==> config.mk <==
export PLATFORM = sky130hd
export DESIGN_NAME = hash_host_drv_flat
export DESIGN_NICKNAME = d
export VERILOG_FILES = /design/src/rtl/hash_host_drv_if.sv /design/src/rtl/hash_host_drv.sv /design/src/flat_wrapper.sv
export SDC_FILE = /design/constraint.sdc
export NUM_CORES = 1
export LEC_CHECK = 0
export CORE_MARGIN = 8
export CORE_UTILIZATION = 40
export CTS_CLUSTER_DIAMETER = 30
export CTS_CLUSTER_SIZE = 30
export DETAILED_ROUTE_END_ITERATION = 10
export GPL_TIMING_DRIVEN = 1
export RECOVER_POWER = 25
export SLEW_MARGIN = 20
export SYNTH_ARGS = -nofsm -noshare
export SYNTH_HDL_FRONTEND = slang
export SYNTH_SLANG_ARGS = --single-unit
==> constraint.sdc <==
create_clock -name clk -period 4.8 [get_ports clk]
set_clock_uncertainty 0.15 [all_clocks]
set_input_delay 1.2 -clock clk [delete_from_list [all_inputs] [get_ports clk]]
set_output_delay 1.2 -clock clk [all_outputs]
set_load 0.01 [all_outputs]
==> src/rtl/hash_host_drv_if.sv <==
// Pin-level bundle between the host driver, its local message source and the hash core.
// master = host driver side; slave = the source/core side of the same wires.
interface hash_host_drv_if;
  logic       msg_valid_i;
  logic [7:0] msg_data_i;
  logic       msg_last_i;
  logic       msg_ready_o;
  logic [7:0] dut_data_o;
  logic       dut_valid_o;
  logic [1:0] dut_cmd_o;
  logic       dut_ready_i;
  logic       dut_hash_valid_i;
  logic [7:0] dut_hash_i;

  modport master (
    input  msg_valid_i, msg_data_i, msg_last_i, dut_ready_i, dut_hash_valid_i, dut_hash_i,
    output msg_ready_o, dut_data_o, dut_valid_o, dut_cmd_o
  );

  modport slave (
    output msg_valid_i, msg_data_i, msg_last_i, dut_ready_i, dut_hash_valid_i, dut_hash_i,
    input  msg_ready_o, dut_data_o, dut_valid_o, dut_cmd_o
  );
endinterface

==> src/rtl/hash_host_drv.sv <==
// Host driver for the hash core: sends {kk,nn} config then message bytes (1 byte/clk, held while core stalls),
// captures nn digest bytes into a 1-cycle-latency readback buffer. HASH_HOST_DRV_TIMEOUT_EN adds a WAIT_HASH watchdog.
module hash_host_drv #(
  parameter int MAX_NN         = 64,
  parameter int TIMEOUT_CYCLES = 4096
) (
  input  logic             clk,
  input  logic             rst,
  input  logic             start_i,
  input  logic [6:0]       kk_i,
  input  logic [6:0]       nn_i,
  input  logic [5:0]       rd_addr_i,
  output logic [7:0]       rd_data_o,
  output logic             busy_o,
  output logic             done_o,
  output logic             err_o,
  hash_host_drv_if.master  bus
);

  localparam int         AW     = $clog2(MAX_NN);
  localparam logic [6:0] NN_MAX = 7'(MAX_NN);

  if (MAX_NN < 2 || MAX_NN > 64 || TIMEOUT_CYCLES < 1) begin : g_param_chk
    $error("hash_host_drv: unsupported parameter values");
  end

  typedef enum logic [2:0] {IDLE, CFG0, CFG1, MSG, WAIT_HASH, DONE, ERR} state_e;

  state_e     state_q;
  logic [6:0] nn_q;
  logic [6:0] cap_cnt_q;
  logic [7:0] dut_data_q;
  logic       dut_valid_q;
  logic [1:0] dut_cmd_q;
  logic       last_sent_q;
  logic       done_q;
  logic       err_q;
  logic [7:0] rd_data_q;
  logic [7:0] dig_mem [MAX_NN];

`ifdef HASH_HOST_DRV_TIMEOUT_EN
  localparam int TW = $clog2(TIMEOUT_CYCLES + 1);
  logic [TW-1:0] tout_q;
`endif

  logic xfer;
  logic msg_rdy;
  logic msg_acc;
  logic cap_we;

  // The output register frees up on the cycle the nn config byte leaves, so the first
  // message byte can already be taken in CFG1 and the stream stays gapless.
  assign xfer    = dut_valid_q && bus.dut_ready_i;
  assign msg_rdy = ((state_q == MSG) || (state_q == CFG1)) &&
                   (!dut_valid_q || bus.dut_ready_i) && !last_sent_q;
  assign msg_acc = bus.msg_valid_i && msg_rdy;
  assign cap_we  = (state_q == WAIT_HASH) && bus.dut_hash_valid_i;

  always_ff @(posedge clk) begin
    if (rst) begin
      state_q     <= IDLE;
      nn_q        <= '0;
      cap_cnt_q   <= '0;
      dut_data_q  <= '0;
      dut_valid_q <= 1'b0;
      dut_cmd_q   <= 2'b00;
      last_sent_q <= 1'b0;
      done_q      <= 1'b0;
      err_q       <= 1'b0;
`ifdef HASH_HOST_DRV_TIMEOUT_EN
      tout_q      <= '0;
`endif
    end else begin
      case (state_q)
        IDLE, DONE, ERR: begin
          dut_valid_q <= 1'b0;
          if (start_i) begin
            nn_q        <= nn_i;
            done_q      <= 1'b0;
            err_q       <= 1'b0;
            cap_cnt_q   <= '0;
            last_sent_q <= 1'b0;
            if (nn_i == 7'd0 || nn_i > NN_MAX) begin
              state_q <= ERR;
              err_q   <= 1'b1;
            end else begin
              state_q     <= CFG0;
              dut_valid_q <= 1'b1;
              dut_cmd_q   <= 2'b01;
              dut_data_q  <= {1'b0, kk_i};
            end
          end else if (bus.dut_hash_valid_i) begin
            err_q <= 1'b1;
          end
        end
        CFG0: begin
          if (bus.dut_hash_valid_i) begin
            state_q     <= ERR;
            err_q       <= 1'b1;
            dut_valid_q <= 1'b0;
          end else if (xfer) begin
            state_q    <= CFG1;
            dut_cmd_q  <= 2'b01;
            dut_data_q <= {1'b0, nn_q};
          end
        end
        CFG1: begin
          if (bus.dut_hash_valid_i) begin
            state_q     <= ERR;
            err_q       <= 1'b1;
            dut_valid_q <= 1'b0;
          end else if (xfer) begin
            state_q <= MSG;
            if (msg_acc) begin
              dut_data_q  <= bus.msg_data_i;
              dut_cmd_q   <= bus.msg_last_i ? 2'b11 : 2'b10;
              last_sent_q <= bus.msg_last_i;
            end else begin
              dut_valid_q <= 1'b0;
            end
          end
        end
        MSG: begin
          if (bus.dut_hash_valid_i) begin
            state_q     <= ERR;
            err_q       <= 1'b1;
            dut_valid_q <= 1'b0;
          end else if (msg_acc) begin
            dut_valid_q <= 1'b1;
            dut_data_q  <= bus.msg_data_i;
            dut_cmd_q   <= bus.msg_last_i ? 2'b11 : 2'b10;
            last_sent_q <= bus.msg_last_i;
          end else if (xfer) begin
            dut_valid_q <= 1'b0;
            if (last_sent_q) begin
              state_q <= WAIT_HASH;
`ifdef HASH_HOST_DRV_TIMEOUT_EN
              tout_q  <= '0;
`endif
            end
          end
        end
        WAIT_HASH: begin
          if (cap_we) begin
            cap_cnt_q <= cap_cnt_q + 7'd1;
            if (cap_cnt_q + 7'd1 == nn_q) begin
              state_q <= DONE;
              done_q  <= 1'b1;
            end
          end
`ifdef HASH_HOST_DRV_TIMEOUT_EN
          if (cap_we) begin
            tout_q <= '0;
          end else if (tout_q == TW'(TIMEOUT_CYCLES - 1)) begin
            state_q <= ERR;
            err_q   <= 1'b1;
          end else begin
            tout_q <= tout_q + 1'b1;
          end
`endif
        end
        default: state_q <= IDLE;
      endcase
    end
  end

  // Buffer is deliberately not reset; a same-cycle read of the written slot sees the old byte.
  always_ff @(posedge clk) begin
    if (!rst && cap_we) dig_mem[cap_cnt_q[AW-1:0]] <= bus.dut_hash_i;
  end

  always_ff @(posedge clk) begin
    if (rst) rd_data_q <= '0;
    else     rd_data_q <= dig_mem[rd_addr_i];
  end

  assign bus.msg_ready_o = msg_rdy;
  assign bus.dut_data_o  = dut_data_q;
  assign bus.dut_valid_o = dut_valid_q;
  assign bus.dut_cmd_o   = dut_cmd_q;
  assign rd_data_o       = rd_data_q;
  assign busy_o          = !(state_q inside {IDLE, DONE, ERR});
  assign done_o          = done_q;
  assign err_o           = err_q;

endmodule

==> src/flat_wrapper.sv <==
// flat-port wrapper written by rule: the top's interface ports become plain ports
module hash_host_drv_flat 
#(
  parameter int MAX_NN         = 64,
  parameter int TIMEOUT_CYCLES = 4096
)
  (clk, rst, start_i, kk_i, nn_i, rd_addr_i, rd_data_o, busy_o, done_o, err_o, bus_msg_valid_i, bus_msg_data_i, bus_msg_last_i, bus_dut_ready_i, bus_dut_hash_valid_i, bus_dut_hash_i, bus_msg_ready_o, bus_dut_data_o, bus_dut_valid_o, bus_dut_cmd_o);
  hash_host_drv_if bus_i ();
  input  logic clk;
  input  logic rst;
  input  logic start_i;
  input  logic [6:0] kk_i;
  input  logic [6:0] nn_i;
  input  logic [5:0] rd_addr_i;
  output logic [7:0] rd_data_o;
  output logic busy_o;
  output logic done_o;
  output logic err_o;
  input wire logic [$bits(bus_i.msg_valid_i)-1:0] bus_msg_valid_i;
  input wire logic [$bits(bus_i.msg_data_i)-1:0] bus_msg_data_i;
  input wire logic [$bits(bus_i.msg_last_i)-1:0] bus_msg_last_i;
  input wire logic [$bits(bus_i.dut_ready_i)-1:0] bus_dut_ready_i;
  input wire logic [$bits(bus_i.dut_hash_valid_i)-1:0] bus_dut_hash_valid_i;
  input wire logic [$bits(bus_i.dut_hash_i)-1:0] bus_dut_hash_i;
  output wire logic [$bits(bus_i.msg_ready_o)-1:0] bus_msg_ready_o;
  output wire logic [$bits(bus_i.dut_data_o)-1:0] bus_dut_data_o;
  output wire logic [$bits(bus_i.dut_valid_o)-1:0] bus_dut_valid_o;
  output wire logic [$bits(bus_i.dut_cmd_o)-1:0] bus_dut_cmd_o;
  assign bus_i.msg_valid_i = bus_msg_valid_i;
  assign bus_i.msg_data_i = bus_msg_data_i;
  assign bus_i.msg_last_i = bus_msg_last_i;
  assign bus_i.dut_ready_i = bus_dut_ready_i;
  assign bus_i.dut_hash_valid_i = bus_dut_hash_valid_i;
  assign bus_i.dut_hash_i = bus_dut_hash_i;
  assign bus_msg_ready_o = bus_i.msg_ready_o;
  assign bus_dut_data_o = bus_i.dut_data_o;
  assign bus_dut_valid_o = bus_i.dut_valid_o;
  assign bus_dut_cmd_o = bus_i.dut_cmd_o;
  hash_host_drv #(.MAX_NN(MAX_NN), .TIMEOUT_CYCLES(TIMEOUT_CYCLES)) u_core (.clk(clk), .rst(rst), .start_i(start_i), .kk_i(kk_i), .nn_i(nn_i), .rd_addr_i(rd_addr_i), .rd_data_o(rd_data_o), .busy_o(busy_o), .done_o(done_o), .err_o(err_o), .bus(bus_i));
endmodule
After elaboration in Yosys (flattened, before gate mapping)
Memories as Yosys holds them, arrays and structs flattened. A register that Yosys moved wholly into a read port is not among the register bits.
Index checks and enable logic that the tools add are counted.
{"block": "totals", "elab_cells": 125, "input_bits": 43, "n_memories": 1, "regBits": 31, "output_inout_bits": 23, "mem_bits_rw": 512}
{"block": "op_classes", "muxes": 60, "eq_ne": 24, "magnitude_cmp": 1, "n_reduce_logical": 29, "add_sub_neg": 1}
{"memory": "u_core.dig_mem", "depth": 64, "width": 8, "rd": 1, "rd_ports_with_merged_regs": 1, "wr": 1, "line": "hash_host_drv.sv:39", "source": "logic [7:0] dig_mem [MAX_NN];"}
{"op": "8-bit two-way mux", "count": 8}
{"op": "3-bit two-way mux", "count": 12}
{"op": "8-bit case mux with 4 select lines", "count": 1}
{"op": "1-bit two-way mux", "count": 22}
{"op": "2-bit two-way mux", "count": 8}
{"op": "8-bit AND reduction", "count": 2}
{"op": "3-bit case mux with 5 select lines", "count": 1}
{"op": "7-bit two-way mux", "count": 2}
{"op": "2-bit != test, second input constant", "count": 7}
{"op": "7-bit case mux with 2 select lines", "count": 1}
{"op": "3-bit by 2-bit != test with 1-bit output, second input constant", "count": 4}
{"op": "5-bit AND reduction", "count": 2}
{"op": "3-bit == test, second input constant", "count": 3}
{"op": "2-bit case mux with 4 select lines", "count": 1}
{"op": "7-bit by 1-bit adder with 7-bit output, second input constant", "count": 1}
{"op": "7-bit == test", "count": 1}
{"op": "7-bit greater-than comparator, second input constant", "count": 1}
{"op": "7-bit zero test", "count": 1}
{"op": "3-bit by 2-bit == test with 1-bit output, second input constant", "count": 2}
{"op": "1-bit logical AND", "count": 6}
{"op": "2-bit by 1-bit != test with 1-bit output, second input constant", "count": 3}
{"op": "3-bit != test, second input constant", "count": 2}
{"op": "3-bit nonzero test", "count": 2}
{"op": "3-bit OR reduction", "count": 2}
{"op": "13 further kinds", "count": 20}

Logic depth before layout (Yosys ltp)
Gate-level depths: netlist of run 1.
{"block": "logic_depth", "ltp_word": 9, "mapped_depth": 8, "depth_no_buf": 6}

Worst setup path before layout of run 1
Ideal clock, no wire load.
{"block": "synth_path", "path_type": "input to register", "from": "input port bus_dut_hash_valid_i", "to": "memory u_core.dig_mem[62][0] (enable)", "cell_stages": 6, "setup_time_ns": 0.370, "n_path_buf": 1, "arrival_ns": 2.681, "required_time_ns": 4.280, "setup_slack_ns": 1.598, "path_cell_list": "clkbuf_1 > and4bb_2 > nand2_1 > nor2_1 > nand3_1 > nor2_1"}
{"block": "synth_via", "elab_chain_cells": 4}
{"item": "start: declaration", "line": "flat_wrapper.sv:23", "source": "input wire logic [$bits(bus_i.dut_hash_valid_i)-1:0] bus_dut_hash_valid_i;"}
{"item": "1-bit logical AND", "line": "hash_host_drv.sv:57", "source": "assign cap_we = (state_q == WAIT_HASH) && bus.dut_hash_valid_i;"}
{"item": "1-bit logical AND", "line": "hash_host_drv.sv:169", "source": "if (!rst && cap_we) dig_mem[cap_cnt_q[AW-1:0]] <= bus.dut_hash_i;"}
{"item": "1-bit two-way mux", "line": "hash_host_drv.sv:169"}
{"item": "1-bit two-way mux (implied by the code)", "line": "hash_host_drv.sv:169"}
{"item": "end: declaration", "line": "hash_host_drv.sv:39"}
No other way between the ends.

Worst setup path after layout of run 1
{"block": "layout_path", "from": "register u_core.state_q[2]", "to": "output port busy_o"}
{"block": "layout_via", "elab_chain_cells": 3, "word_cells_on_any_way": 5, "classes_between": "eq/ne (2); reduce/logical (3)"}
{"item": "start: declaration", "line": "hash_host_drv.sv:29", "source": "state_e state_q;"}
{"item": "start signal: assignment", "line": "hash_host_drv.sv:61", "source": "state_q <= IDLE;"}
{"item": "start signal: assignment", "line": "hash_host_drv.sv:84", "source": "state_q <= ERR;"}
{"item": "start signal: assignment", "line": "hash_host_drv.sv:87", "source": "state_q <= CFG0;"}
{"item": "3-bit == test or 3-bit zero test (tied branches)", "line": "hash_host_drv.sv:182", "source": "assign busy_o = !(state_q inside {IDLE, DONE, ERR});"}
{"item": "3-bit nonzero test (*)", "line": "hash_host_drv.sv:182"}
{"item": "1-bit zero test (*)", "line": "hash_host_drv.sv:182"}
{"item": "end: declaration", "line": "flat_wrapper.sv:16", "source": "output logic busy_o;"}
Every way passes the cells marked *; elsewhere a longest branch is shown, timed or not.

==> summary.md, run 1 <==
| Metric | Value |
|---|---|
| Fmax | `238 MHz` |
| Top FF cell, synth | `edfxtp_1` |
| Final ANT Viol Nets | `0` |
| GP Congestion | `0.887` |
| Setup ws final | `between 0.5 and 0.6 ns` |
| DP Worst Slack | `0.660 ns` |
| Most frequent cells in the layout | `512 x edfxtp_1, 131 x mux4_2, 113 x nor2_1, 107 x clkbuf_16, 78 x buf_4` |
| Lkg Pwr | `about 0.0091 uW` |
| TritonRoute pass-1 iters | `5` |
| First-pass GRT wire length | `between 80 and 90 mm` |
| Clk_lat worst skew | `about 0.64 ns` |
| Pins Over Slew Limit | `242` |
| RSZ-0062 raised after global routing | `false` |
| Critical path arrival | `2.85 ns` |
| CTS Buffer Depth | `3` |
| Remaining DRCs | `0` |
| Worst Path Required | `3.45 ns` |
| Most common cell after layout, fill and taps aside | `edfxtp_1` |
| Syn-to-layout area delta | `25.9%` |
| Total core area | `around 55,000 um^2` |
| CP Class | `reg -> out` |
| Final period utilization | `0.876` |
| # Post-CTS Setup Buffers | `0` |
| Synth Warn # | `0` |
| Critical-path cell list | `o21bai_1 > and3_4 > clkinv_2 > clkdlybuf4s50_1` |
| Setup tns final | `0 ns` |
| Number of flops mapped to enable cells by yosys | `slightly above 500` |
| Nets | `1,416` |
| DR vias | `11,947` |
| Sequential area share after synthesis | `0.737` |
| Worst path max stage delay | `between 0.7 and 0.8 ns` |
| Async SR Flop Fraction | `0` |
| Inserted Diodes | `0` |
| Die area | `62,600 um^2` |
| Largest net degree at the start of global routing | `51` |
| Final Critical Period | `4.20 ns` |
| Syn_area_per_cell | `18.6 um^2` |
| CTS H-tree depth | `3` |
| Post-CTS Hold Fix Bufs | `0` |
| CTS clk-pin slew, worst paths | `about 0.040 ns` |
| Num ports | `66` |
| Least-Margin Pin Slew | `2.69 ns` |
| Outcome | `finished with violations` |
| Vias in the first global route | `12,416` |
| Seq cells post-synth | `551` |
| Initial core utilization | `0.401` |
| HP Class | `reg -> reg` |
| Post-cts resize count | `0` |
| Synthesized area | `21,900 um^2` |
| Num rows | `86` |
| Die height | `250 um` |
| Die width | `250 um` |
| PwrDens | `between 500 and 600 nW/um^2` |
| Slew HR | `-0.791` |
| Share of post-route cells with drive strength above 1 | `0.278` |
| Startpoint Class | `register` |
| # Max-Cap Violations | `6` |
| Num CTS Buffers | `107` |
| Worst path bufs/invs | `2` |
| Post-synth cell types | `64` |
| CP Capture Type | `output pin` |
| Hpwl dp | `34.5 mm` |
| Clk sinks | `551` |
| Critical Path Slowest Stage Cell | `dfxtp_1` |
| Final Hold Violating Endpoints | `0` |
| Crit-path max FO | `23` |
| 1st-iter DRT viols | `roughly 1,200` |
| Avg WL per Cell | `~25 um` |
| Initial antenna violation count | `0` |
| Finish-stage setup viols | `0` |
| Syn nets | `between 1,000 and 1,500` |
| VDD IR max | `around 0.38 mV` |
| Total wire length | `roughly 54 mm` |
| Violated checks | `max-capacitance violations, max-slew violations` |
| GRT Total Usage | `0.172` |
| Port bufs | `65` |
| Mapped Cells | `1,176` |
| Root Buffer | `clkbuf_16` |
| CP delay by family, top | `flip-flops` |
| Total design power | `about 14,000 uW` |
| TritonCTS clock tree | `done` |
| Via density | `5.51` |
| Congestion Overflow GR | `0` |
==> flip-flops by register name, summed over array words and instances (netlist names) <==
signal and flops:
u_core.dig_mem 512, u_core.bus.dut_data_o 8, u_core.rd_data_o 8, u_core.cap_cnt_q 7, u_core.nn_q 7, u_core.state_q 3
u_core.bus.dut_cmd_o 2, u_core.bus.dut_valid_o 1, u_core.done_o 1, u_core.err_o 1, u_core.last_sent_q 1
==> final timing paths <==
| kind | from | endpoint | slack, ns | cells after the start |
|---|---|---|---|---|
| min | u_core.bus.dut_data_o[6]$_SDFFE_PP0P_ | u_core.bus.dut_data_o[6]$_SDFFE_PP0P_ | 0.31 | 2 |
| max | u_core.state_q[2]$_SDFFE_PP0P_ | busy_o | 0.60 | 4 |
| max reg2reg | u_core.state_q[2]$_SDFFE_PP0P_ | u_core.dig_mem[14][2]$_DFFE_PP_ | 1.50 | 5 |
| min reg2reg | u_core.bus.dut_data_o[6]$_SDFFE_PP0P_ | u_core.bus.dut_data_o[6]$_SDFFE_PP0P_ | 0.31 | 2 |
==> cells by family after synthesis <==
logic type / count (synthesis) / synth area share
AND/OR/NAND/NOR: 237 / 0.0492
flip-flops: 551 / 0.737
AO/OA/AOI/OAI: 130 / 0.0398
XOR/XNOR: 16 / 0.00639
buffers and inverters: 74 / 0.0161
multiplexers: 167 / 0.151
adder cells (fa/ha/maj): 1 / 0.000570
==> cells in the mapped netlist (7+ instances only) <==
master | n | share of area
a21oi_1 | 14 | 0.0032
a22oi_1 | 7 | 0.0024
buf_1 | 10 | 0.0017
buf_2 | 26 | 0.0059
buf_4 | 7 | 0.0024
clkbuf_1 | 18 | 0.0031
dfxtp_1 | 39 | 0.036
edfxtp_1 | 512 | 0.70
inv_1 | 10 | 0.0017
mux2i_1 | 35 | 0.016
mux4_2 | 131 | 0.13
nand2_1 | 52 | 0.0089
nand3_1 | 15 | 0.0034
nor2_1 | 113 | 0.019
nor2b_1 | 9 | 0.0026
nor3_1 | 18 | 0.0041
o211ai_1 | 7 | 0.0024
o21ai_0 | 31 | 0.0071
o22ai_1 | 22 | 0.0063
xnor2_1 | 14 | 0.0056
==> area by class of cell <==
type / count / area, um^2
Clock buffer: 120 / 2730
Clock inverter: 83 / 1100
Fill cell: 4412 / 27100
Inverter: 11 / 42.5
Multi-Input combinational cell: 551 / 5420
Sequential cell: 551 / 16200
Tap cell: 704 / 881
Timing Repair Buffer: 150 / 1280
==> per-layer routing <==
| layer | GRT usage | wire length [um] | vias up |
|---|---|---|---|
| met4 | 0.0562 | 1430 | 0 |
| met2 | 0.264 | 25500 | 481 |
| met3 | 0.0483 | 3910 | 86 |
| met5 | 0 | 0 | - |
| li1 | - | - | 5215 |
| met1 | 0.235 | 23200 | 6165 |
==> stage by stage <==
step	util	hold slack (ns)	instances	area, um^2
finish	0.505	0.314	2170	27600
global route	0.505	0.333	2170	27600
CTS	0.505	0.314	2169	27600
detailed placement	0.435	0.305	1966	23800
global placement	0.435	0.302	1966	23800
floorplan	-	0.320	1176	21900
==> power breakdown <==
part | switching [uW] | leakage (uW) | total, uW | internal, uW
clock | 2480 | 0.00183 | 7760 | 5280
combinational | 669 | 0.00235 | 1180 | 506
sequential | 91.7 | 0.00492 | 5430 | 5340
total | 3240 | 0.00911 | 14400 | 11100
==> worst min-delay path: stages, from the launching register on <==
cell and delay [ns]:
dfxtp_1 0.30, nand2_1 0.05, mux2i_1 0.06
Note: power is estimated with default switching activity, not from simulation.
==> run 2, diff against run 1 <==
--- a/config.mk
+++ b/config.mk
@@ -10,7 +10,6 @@
 export CTS_CLUSTER_DIAMETER = 30
 export CTS_CLUSTER_SIZE = 30
 export DETAILED_ROUTE_END_ITERATION = 10
-export GPL_TIMING_DRIVEN = 1
 export RECOVER_POWER = 25
 export SLEW_MARGIN = 20
 export SYNTH_ARGS = -nofsm -noshare
==> results of run 2 <==
No change in the layout: final DEF, timing and power equal those of run 1.
